File: src/rtl/mxu_pkg.sv
// Shared constants and types for the 2x2 output-stationary matrix unit and its sequencer.
package mxu_pkg;

  localparam int unsigned NUM_SIZE  = 16;
  localparam int unsigned GRID_SIZE = 2;

  typedef enum logic [2:0] {
    IDLE    = 3'd0,
    CLEAR   = 3'd1,
    FEED    = 3'd2,
    DRAIN   = 3'd3,
    CAPTURE = 3'd4,
    DONE    = 3'd5
  } mxu_ctrl_state_t;

  // Cycles needed after the last beat for the skewed wavefront to reach the far corner PE.
  function automatic int unsigned drain_cycles(input int unsigned grid);
    return 2 * (grid - 1);
  endfunction

  localparam int unsigned DRAIN_CYCLES = drain_cycles(GRID_SIZE);

endpackage

File: src/rtl/skew_line.sv
// ce-enabled delay line used to skew one array lane; DEPTH=0 degenerates to a wire.
module skew_line #(
  parameter int unsigned DEPTH = 1,
  parameter int unsigned WIDTH = 16
) (
  input  logic             clk,
  input  logic             rst,
  input  logic             ce,
  input  logic             clr,
  input  logic [WIDTH-1:0] d,
  output logic [WIDTH-1:0] q
);

  if (DEPTH == 0) begin : g_wire
    logic unused_ctrl;
    assign unused_ctrl = ^{clk, rst, ce, clr};
    assign q = d;
  end else begin : g_shift
    logic [WIDTH-1:0] stage_q [DEPTH];

    always_ff @(posedge clk or posedge rst) begin
      if (rst) begin
        for (int n = 0; n < int'(DEPTH); n++) stage_q[n] <= '0;
      end else if (clr) begin
        for (int n = 0; n < int'(DEPTH); n++) stage_q[n] <= '0;
      end else if (ce) begin
        stage_q[0] <= d;
        for (int n = 1; n < int'(DEPTH); n++) stage_q[n] <= stage_q[n-1];
      end
    end

    assign q = stage_q[DEPTH-1];
  end

endmodule

File: src/rtl/mxu_ctrl.sv
// Sequencer for one C = A*B product on the systolic mxu: clear, feed K skewed beats, drain,
// capture the tile and hand it out over a valid/ready handshake.
module mxu_ctrl #(
  parameter int unsigned NUM_SIZE  = mxu_pkg::NUM_SIZE,
  parameter int unsigned GRID_SIZE = mxu_pkg::GRID_SIZE,
  parameter int unsigned K_W       = 8
) (
  input  logic                                clk,
  input  logic                                rst,
  input  logic                                start,
  input  logic [K_W-1:0]                      k_len,
  output logic                                busy,
  input  logic                                a_valid,
  output logic                                a_ready,
  input  logic [NUM_SIZE*GRID_SIZE-1:0]       a_data,
  input  logic [NUM_SIZE*GRID_SIZE-1:0]       b_data,
  output logic                                mxu_ce,
  output logic                                mxu_clr,
  output logic [NUM_SIZE*GRID_SIZE-1:0]       mxu_west,
  output logic [NUM_SIZE*GRID_SIZE-1:0]       mxu_north,
  input  logic [NUM_SIZE*GRID_SIZE*GRID_SIZE-1:0] mxu_result,
  output logic                                res_valid,
  input  logic                                res_ready,
  output logic [NUM_SIZE*GRID_SIZE*GRID_SIZE-1:0] res_data
);

  import mxu_pkg::*;

  localparam int unsigned LANE_W    = NUM_SIZE * GRID_SIZE;
  localparam int unsigned DRAIN_LEN = drain_cycles(GRID_SIZE);
  localparam logic [2:0]  DRAIN_LAST = 3'(DRAIN_LEN - 1);
  // A 1x1 array has no skew to flush, so the last beat goes straight to CAPTURE.
  localparam mxu_ctrl_state_t POST_FEED = (DRAIN_LEN == 0) ? CAPTURE : DRAIN;

  mxu_ctrl_state_t state_q, state_d;
  logic [K_W-1:0]  k_rem_q, k_rem_d;
  logic [2:0]      drain_cnt_q, drain_cnt_d;
  logic [NUM_SIZE*GRID_SIZE*GRID_SIZE-1:0] res_data_q;

  logic              xfer;
  logic              skew_clr;
  logic [LANE_W-1:0] west_in;
  logic [LANE_W-1:0] north_in;

  assign xfer     = (state_q == FEED) && a_valid;
  assign skew_clr = (state_q == CLEAR);
  assign west_in  = xfer ? a_data : '0;
  assign north_in = xfer ? b_data : '0;

  always_comb begin
    busy      = (state_q != IDLE);
    a_ready   = (state_q == FEED);
    mxu_clr   = (state_q == CLEAR);
    mxu_ce    = xfer || (state_q == DRAIN);
    res_valid = (state_q == DONE);
    res_data  = res_data_q;
  end

  always_comb begin
    state_d     = state_q;
    k_rem_d     = k_rem_q;
    drain_cnt_d = drain_cnt_q;
    unique case (state_q)
      IDLE: begin
        if (start) begin
          k_rem_d = k_len;
          state_d = CLEAR;
        end
      end
      CLEAR: begin
        drain_cnt_d = '0;
        state_d     = (k_rem_q == '0) ? POST_FEED : FEED;
      end
      FEED: begin
        if (xfer) begin
          k_rem_d = k_rem_q - K_W'(1);
          if (k_rem_q == K_W'(1)) state_d = POST_FEED;
        end
      end
      DRAIN: begin
        drain_cnt_d = drain_cnt_q + 3'd1;
        if (drain_cnt_q == DRAIN_LAST) begin
          drain_cnt_d = '0;
          state_d     = CAPTURE;
        end
      end
      CAPTURE: state_d = DONE;
      DONE: begin
        if (res_ready) state_d = IDLE;
      end
      default: state_d = IDLE;
    endcase
  end

  always_ff @(posedge clk or posedge rst) begin
    if (rst) begin
      state_q     <= IDLE;
      k_rem_q     <= '0;
      drain_cnt_q <= '0;
      res_data_q  <= '0;
    end else begin
      state_q     <= state_d;
      k_rem_q     <= k_rem_d;
      drain_cnt_q <= drain_cnt_d;
      if (state_q == CAPTURE) res_data_q <= mxu_result;
    end
  end

  // Lane i is delayed by i ce-cycles so PE(i,j) meets A[i][k] and B[k][j] together.
  for (genvar i = 0; i < GRID_SIZE; i++) begin : g_lane
    skew_line #(
      .DEPTH(i),
      .WIDTH(NUM_SIZE)
    ) u_west (
      .clk(clk),
      .rst(rst),
      .ce (mxu_ce),
      .clr(skew_clr),
      .d  (west_in[i*NUM_SIZE +: NUM_SIZE]),
      .q  (mxu_west[i*NUM_SIZE +: NUM_SIZE])
    );

    skew_line #(
      .DEPTH(i),
      .WIDTH(NUM_SIZE)
    ) u_north (
      .clk(clk),
      .rst(rst),
      .ce (mxu_ce),
      .clr(skew_clr),
      .d  (north_in[i*NUM_SIZE +: NUM_SIZE]),
      .q  (mxu_north[i*NUM_SIZE +: NUM_SIZE])
    );
  end

endmodule

File: config.mk
export PLATFORM = sky130hd
export DESIGN_NAME = mxu_ctrl
export DESIGN_NICKNAME = d
export VERILOG_FILES = /design/src/rtl/mxu_pkg.sv /design/src/rtl/skew_line.sv /design/src/rtl/mxu_ctrl.sv
export SDC_FILE = /design/constraint.sdc
export NUM_CORES = 1
export LEC_CHECK = 0
export ABC_AREA = 1
export CORE_MARGIN = 10
export CORE_UTILIZATION = 40
export CTS_BUF_LIST = sky130_fd_sc_hd__clkbuf_8
export DETAILED_ROUTE_END_ITERATION = 12
export PLACE_DENSITY_LB_ADDON = 0.12
export SYNTH_ARGS = -nofsm -noshare
export SYNTH_HDL_FRONTEND = slang
export SYNTH_HIERARCHICAL = 1
export SYNTH_SLANG_ARGS = --single-unit
File: constraint.sdc
create_clock -name clk -period 2.8 [get_ports clk]
set_input_delay 0.56 -clock clk [delete_from_list [all_inputs] [get_ports clk]]
set_output_delay 0.56 -clock clk [all_outputs]
set_load 0.05 [all_outputs]
# Yosys cells after proc, flatten, opt, wreduce, memory -nomap -nowiden
# Index checks and enable logic that the tools add are counted.
dict set report word_totals {
  word_cells 48
  in_bits 141
  out_inout_bits 133
  register_bits 110
}
dict set report op_classes {
  add_sub_neg 2
  eq_ne 12
  mux 18
  reduce_logical 10
}
# operator n
set op_table {}
lappend op_table {{$mux 16} 4}
lappend op_table {{$mux 32} 2}
lappend op_table {{$mux 3} 6}
lappend op_table {{$pmux 3 s6} 1}
lappend op_table {{$mux 8} 2}
lappend op_table {{$pmux 8 s2} 1}
lappend op_table {{$eq 8x1->1 const B} 1}
lappend op_table {{$logic_not 8->1} 1}
lappend op_table {{$ne 2x1->1 const B} 4}
lappend op_table {{$sub 8x1->8 const B} 1}
lappend op_table {{$eq 3x1->1 const B} 2}
lappend op_table {{$eq 3x2->1 const B} 2}
lappend op_table {{$eq 3x3->1 const B} 2}
lappend op_table {{$pmux 3 s2} 1}
lappend op_table {{$reduce_bool 2->1} 3}
lappend op_table {{$reduce_and 5->1} 1}
lappend op_table {{$add 3x1->3 const B} 1}
lappend op_table {{$logic_not 3->1} 1}
lappend op_table {{$reduce_and 3->1} 1}
lappend op_table {{$reduce_bool 3->1} 1}
lappend op_table {{$ne 2x2->1 const B} 1}
lappend op_table {{$logic_and 1x1->1} 1}
lappend op_table {{$logic_or 1x1->1} 1}
lappend op_table {{$mux 1} 1}

# Logic depth before layout (Yosys ltp)
dict set report logic_depth {
  ltp_word 5
  mapped_depth 11
  depth_no_buf 8
}

# Cells and area by module
# Netlist, hierarchy kept.
# module instances cells_each area_per_inst_um2 seq_area_each_um2
set by_module_without_submodules {}
lappend by_module_without_submodules {mxu_ctrl 1 423 4134.0 1951.9}
lappend by_module_without_submodules {{skew_line (g_lane[1].u_north ...)} 2 71 654.4 400.4}
lappend by_module_without_submodules {{skew_line (g_lane[0].u_north ...)} 2 16 120.1 0.0}

# Least setup slack after synthesis
# Ideal clock, no wire load.
dict set report synth_timing {
  path_type {reg2out}
  from {register state_q[2]}
  to {output res_valid}
  t_required_ps 2240
  path_slack_ps 604
  n_path_buf 1
  arrival_ps 1636
  stages_incl_launch_ff 4
  cell_sequence {dfrtp_1 clkbuf_2 inv_1 nor3_1}
}
dict set report synth_via {
  elab_chain_len 1
}
# item line
set synth_rtl {}
lappend synth_rtl {{from (decl)} mxu_ctrl.sv:35} ;# mxu_ctrl_state_t state_q, state_d;
lappend synth_rtl {{from (signal assigned)} mxu_ctrl.sv:102} ;# state_q <= state_d;
lappend synth_rtl {{$eq 3x3->1} mxu_ctrl.sv:55} ;# res_valid = (state_q == DONE);
lappend synth_rtl {{to (decl)} mxu_ctrl.sv:22} ;# output logic res_valid,
# No other way between the ends.

# Worst setup path after layout
dict set report layout_timing {
  from {register state_q[2]}
  to {output busy}
}
dict set report layout_via {
  elab_chain_len 1
}
# item line
set layout_rtl {}
lappend layout_rtl {{$reduce_bool 3->1} mxu_ctrl.sv:51} ;# busy = (state_q != IDLE);
lappend layout_rtl {{to (decl)} mxu_ctrl.sv:12} ;# output logic busy,
# No other way between the ends.

==> results.tsv <==
stage	metric	value	unit
logic_synthesis	share of the synthesized area in the top cell type	48.4	%
sta	setup repair after global routing missed its margin	false	
power	Internal Power	0.00512	W
cells_and_area	Seq. cell area	0.00275	mm2
logic_synthesis	Post-synth top cells	dfrtp_1, nand2_1, inv_1	
routing	DRT Pass-1 Iters	6	
power	Power Density	1140	mW/mm2
logic_synthesis	area leader, netlist	dfrtp_1	
power	Pwr Total	0.0101	W
sta	Slew @ Worst Pin	0.626	ns
global_routing	vias in the first global route	4989	
global_routing	grt ovf	0	
sta	crit path time final	2.60	ns
sta	FMAX	385	MHz
global_routing	first-pass GRT wire length	28300	um
worst_setup_path	critical path data required time	2.24	ns
logic_synthesis	Seq cells post-synth	110	
sta	Final Max Slew Viols	0	
floorplanning	Site Rows	43	
logic_synthesis	syn nets	741	
cells_and_area	footprint of the multi-input gates	0.00213	mm2
routing	total number of vias	4732	
worst_setup_path	Crit Path Max Fanout	8	
worst_setup_path	Reg2Reg Depth	8	
power	Lkg Pwr	4.44	nW
cts	clk_lat worst skew	0.38	ns
floorplanning	Starting Density	40.9	%
power	Gate power share	63.9	%
logic_synthesis	Gate Count Post-Synth	597	
routing	WL final	17700	um
cts	Root Buffer	clkbuf_8	
routing	Wirelength per Cell	17.4	um
routing	DRC Markers	0	
sta	Worst slew margin	58.3	%
global_routing	Overall Global Routing Usage	18.0	%
logic_synthesis	synthesized area	0.00568	mm2
flow_run	Max-Cap Viols	0	
routing	Via density	4.65	
logic_synthesis	sequential area share after synthesis	48.4	%
logic_synthesis	Unique masters post-synth	27	
power	sequential share of power	26.3	%
worst_setup_path	critical path arrival	2.04	ns
placed_design	global placement routability congestion	0.906	
cts	CTS tree	yes	
sta	skew final	0.0117	ns
power	worst vdd ir	834	uV
cts	post-CTS setup buffer count	0	
logic_synthesis	Synth Flop Type	dfrtp_1	
floorplanning	core area	0.0139	mm2
placed_design	placed cell count	1002	
cells_and_area	share of layout cells above drive strength 1	16.8	%
worst_hold_path	WHS Path Cells	2	
power	switching share of total power	49.2	%
logic_synthesis	Post-synth EDFFs	0	
cts	CTS clock-pin slew for the worst setup and hold paths	0.10	ns
cts	Clock Sinks	110	
floorplanning	Die Height	139	um
logic_synthesis	count leader, synth	dfrtp_1	
worst_hold_path	hold crit path type	reg -> reg	
logic_synthesis	syn avg cell area	9.52	um2
placed_design	PortBufs	273	
floorplanning	die width	139	um
sta	Final Cycle Share	92.8	%
cells_and_area	Non-Filler Instances	1018	
worst_setup_path	Worst Setup Start Kind	flop	
logic_synthesis	Synth area leaders	dfrtp_1, mux2_4, nand2_1, inv_1, nor2_1	
global_routing	largest net degree at the start of global routing	41	
cts	htree depth	3	
power	net switching power	0.00496	W
worst_setup_path	CP Capture Type	output port	
cells_and_area	# nets final	977	
sta	final hold vios	0	
floorplanning	IO Count	274	
cts	total CTS buffers	9	
cells_and_area	n_diodes	0	
placed_design	dpl hpwl	14200	um
sta	Setup Total Neg Slack	0	ns
logic_synthesis	Async S/R FF share, synth	100	%
status	status	complete, no violations	
logic_synthesis	Synth Warn #	6	
routing	DRC violation total after the first TritonRoute iteration	248	
cells_and_area	fill count	1140	
global_routing	initial antenna violation count	0	
routing	ANT nets after route	0	
floorplanning	Die ar.	0.0194	mm2
sta	Final setup viols	0	
cts	CTS max path bufs	2	
worst_setup_path	WS Path Type	reg -> out	
power	Clk network pwr share	9.7	%
cells_and_area	Layout area overhead	55.7	%
per-stage QoR:
step	area [um2]	util, %	hold WS [ns]	setup WS, ns
6_report	8850	63.7	0.485	0.203
5_1_grt	8850	63.7	0.506	0.0425
4_1_cts	8830	63.6	0.488	0.0263
3_5_place_dp	8640	62.2	0.463	0.324
3_3_place_gp	8640	62.2	0.455	0.399
2_1_floorplan	5680	-	0.471	0.245
registers in the layout, indices dropped and copies added (netlist names):
register / flops
drain_cnt_q: 3
g_lane.u_north/q: 16
g_lane.u_west/q: 16
k_rem_q: 8
res_data: 64
state_q: 3
logic make-up after synthesis:
| group | synth area share, % |
|---|---|
| multiplexers | 15.9 |
| AND/OR/NAND/NOR | 18.8 |
| adder cells (fa/ha/maj) | 0.661 |
| buffers and inverters | 14.4 |
| XOR/XNOR | 0.308 |
| flip-flops | 48.4 |
| AO/OA/AOI/OAI | 1.43 |
power by group through the flow:
stage / clock network (W) / logic (W) / registers (W)
floorplan: 0 / 0.00259 / 0.00451
global placement: 0 / 0.00640 / 0.00264
detailed placement: 0 / 0.00647 / 0.00267
CTS: 0.00102 / 0.00649 / 0.00265
global route: 0.00108 / 0.00678 / 0.00274
finish: 0.000980 / 0.00644 / 0.00266
metal layers:
layer  vias up  wire, um  global-route usage [%]
met3        21      1500                    7.16
li1       2268         -                       -
met5         -         0                       0
met1      2236      6800                    20.1
met4         0       335                    4.23
met2       207      9080                    31.5
worst max-delay path: stages (launching register included):
cell,delay (ns)
dfrtp_1,0.58
inv_1,0.16
nand2_1,0.11
clkdlybuf4s50_1,0.81
final cells by class:
type / instances / area share, %
Sequential cell: 110 / 31.1
Inverter: 93 / 3.95
Clock inverter: 7 / 0.820
Clock buffer: 9 / 1.40
Timing Repair Buffer: 282 / 36.1
Multi-Input combinational cell: 337 / 24.0
Tap cell: 180 / 2.55
path summary, 6_finish.rpt:
kind / startpoint / end / slack (ns)
worst max-delay path: state_q[2] / busy / 0.20
worst max register to register: state_q[0] / g_lane[1].u_west/q[7] / 0.64
max in group asynchronous: rst / res_data[18] / 1.60
worst min-delay path: g_lane[1].u_north/q[4] / g_lane[1].u_north/q[4] / 0.49
min in group asynchronous: rst / res_data[3] / 0.62
worst min register to register: g_lane[1].u_north/q[4] / g_lane[1].u_north/q[4] / 0.49
cell usage in the layout (no fill, tap or decap), types with 3 or more instances in the layout:
cell type / n
inv_1: 89
or2_2: 5
nor2_1: 78
inv_2: 5
dfrtp_1: 109
nand4_1: 4
clkbuf_8: 9
ha_1: 3
o21ai_0: 4
o21ai_1: 7
clkdlybuf4s50_1: 237
nand3_1: 51
buf_4: 5
buf_12: 38
mux2_4: 49
mux2_2: 15
nand2_1: 107
what timing repair did:
item / CTS / global route
hold buffers: 0 / 0
hold endpoints to repair: 0 / 0
gates resized for setup: 0 / 4
setup endpoints to repair: 0 / 24
(Power assumes the default switching activity.)
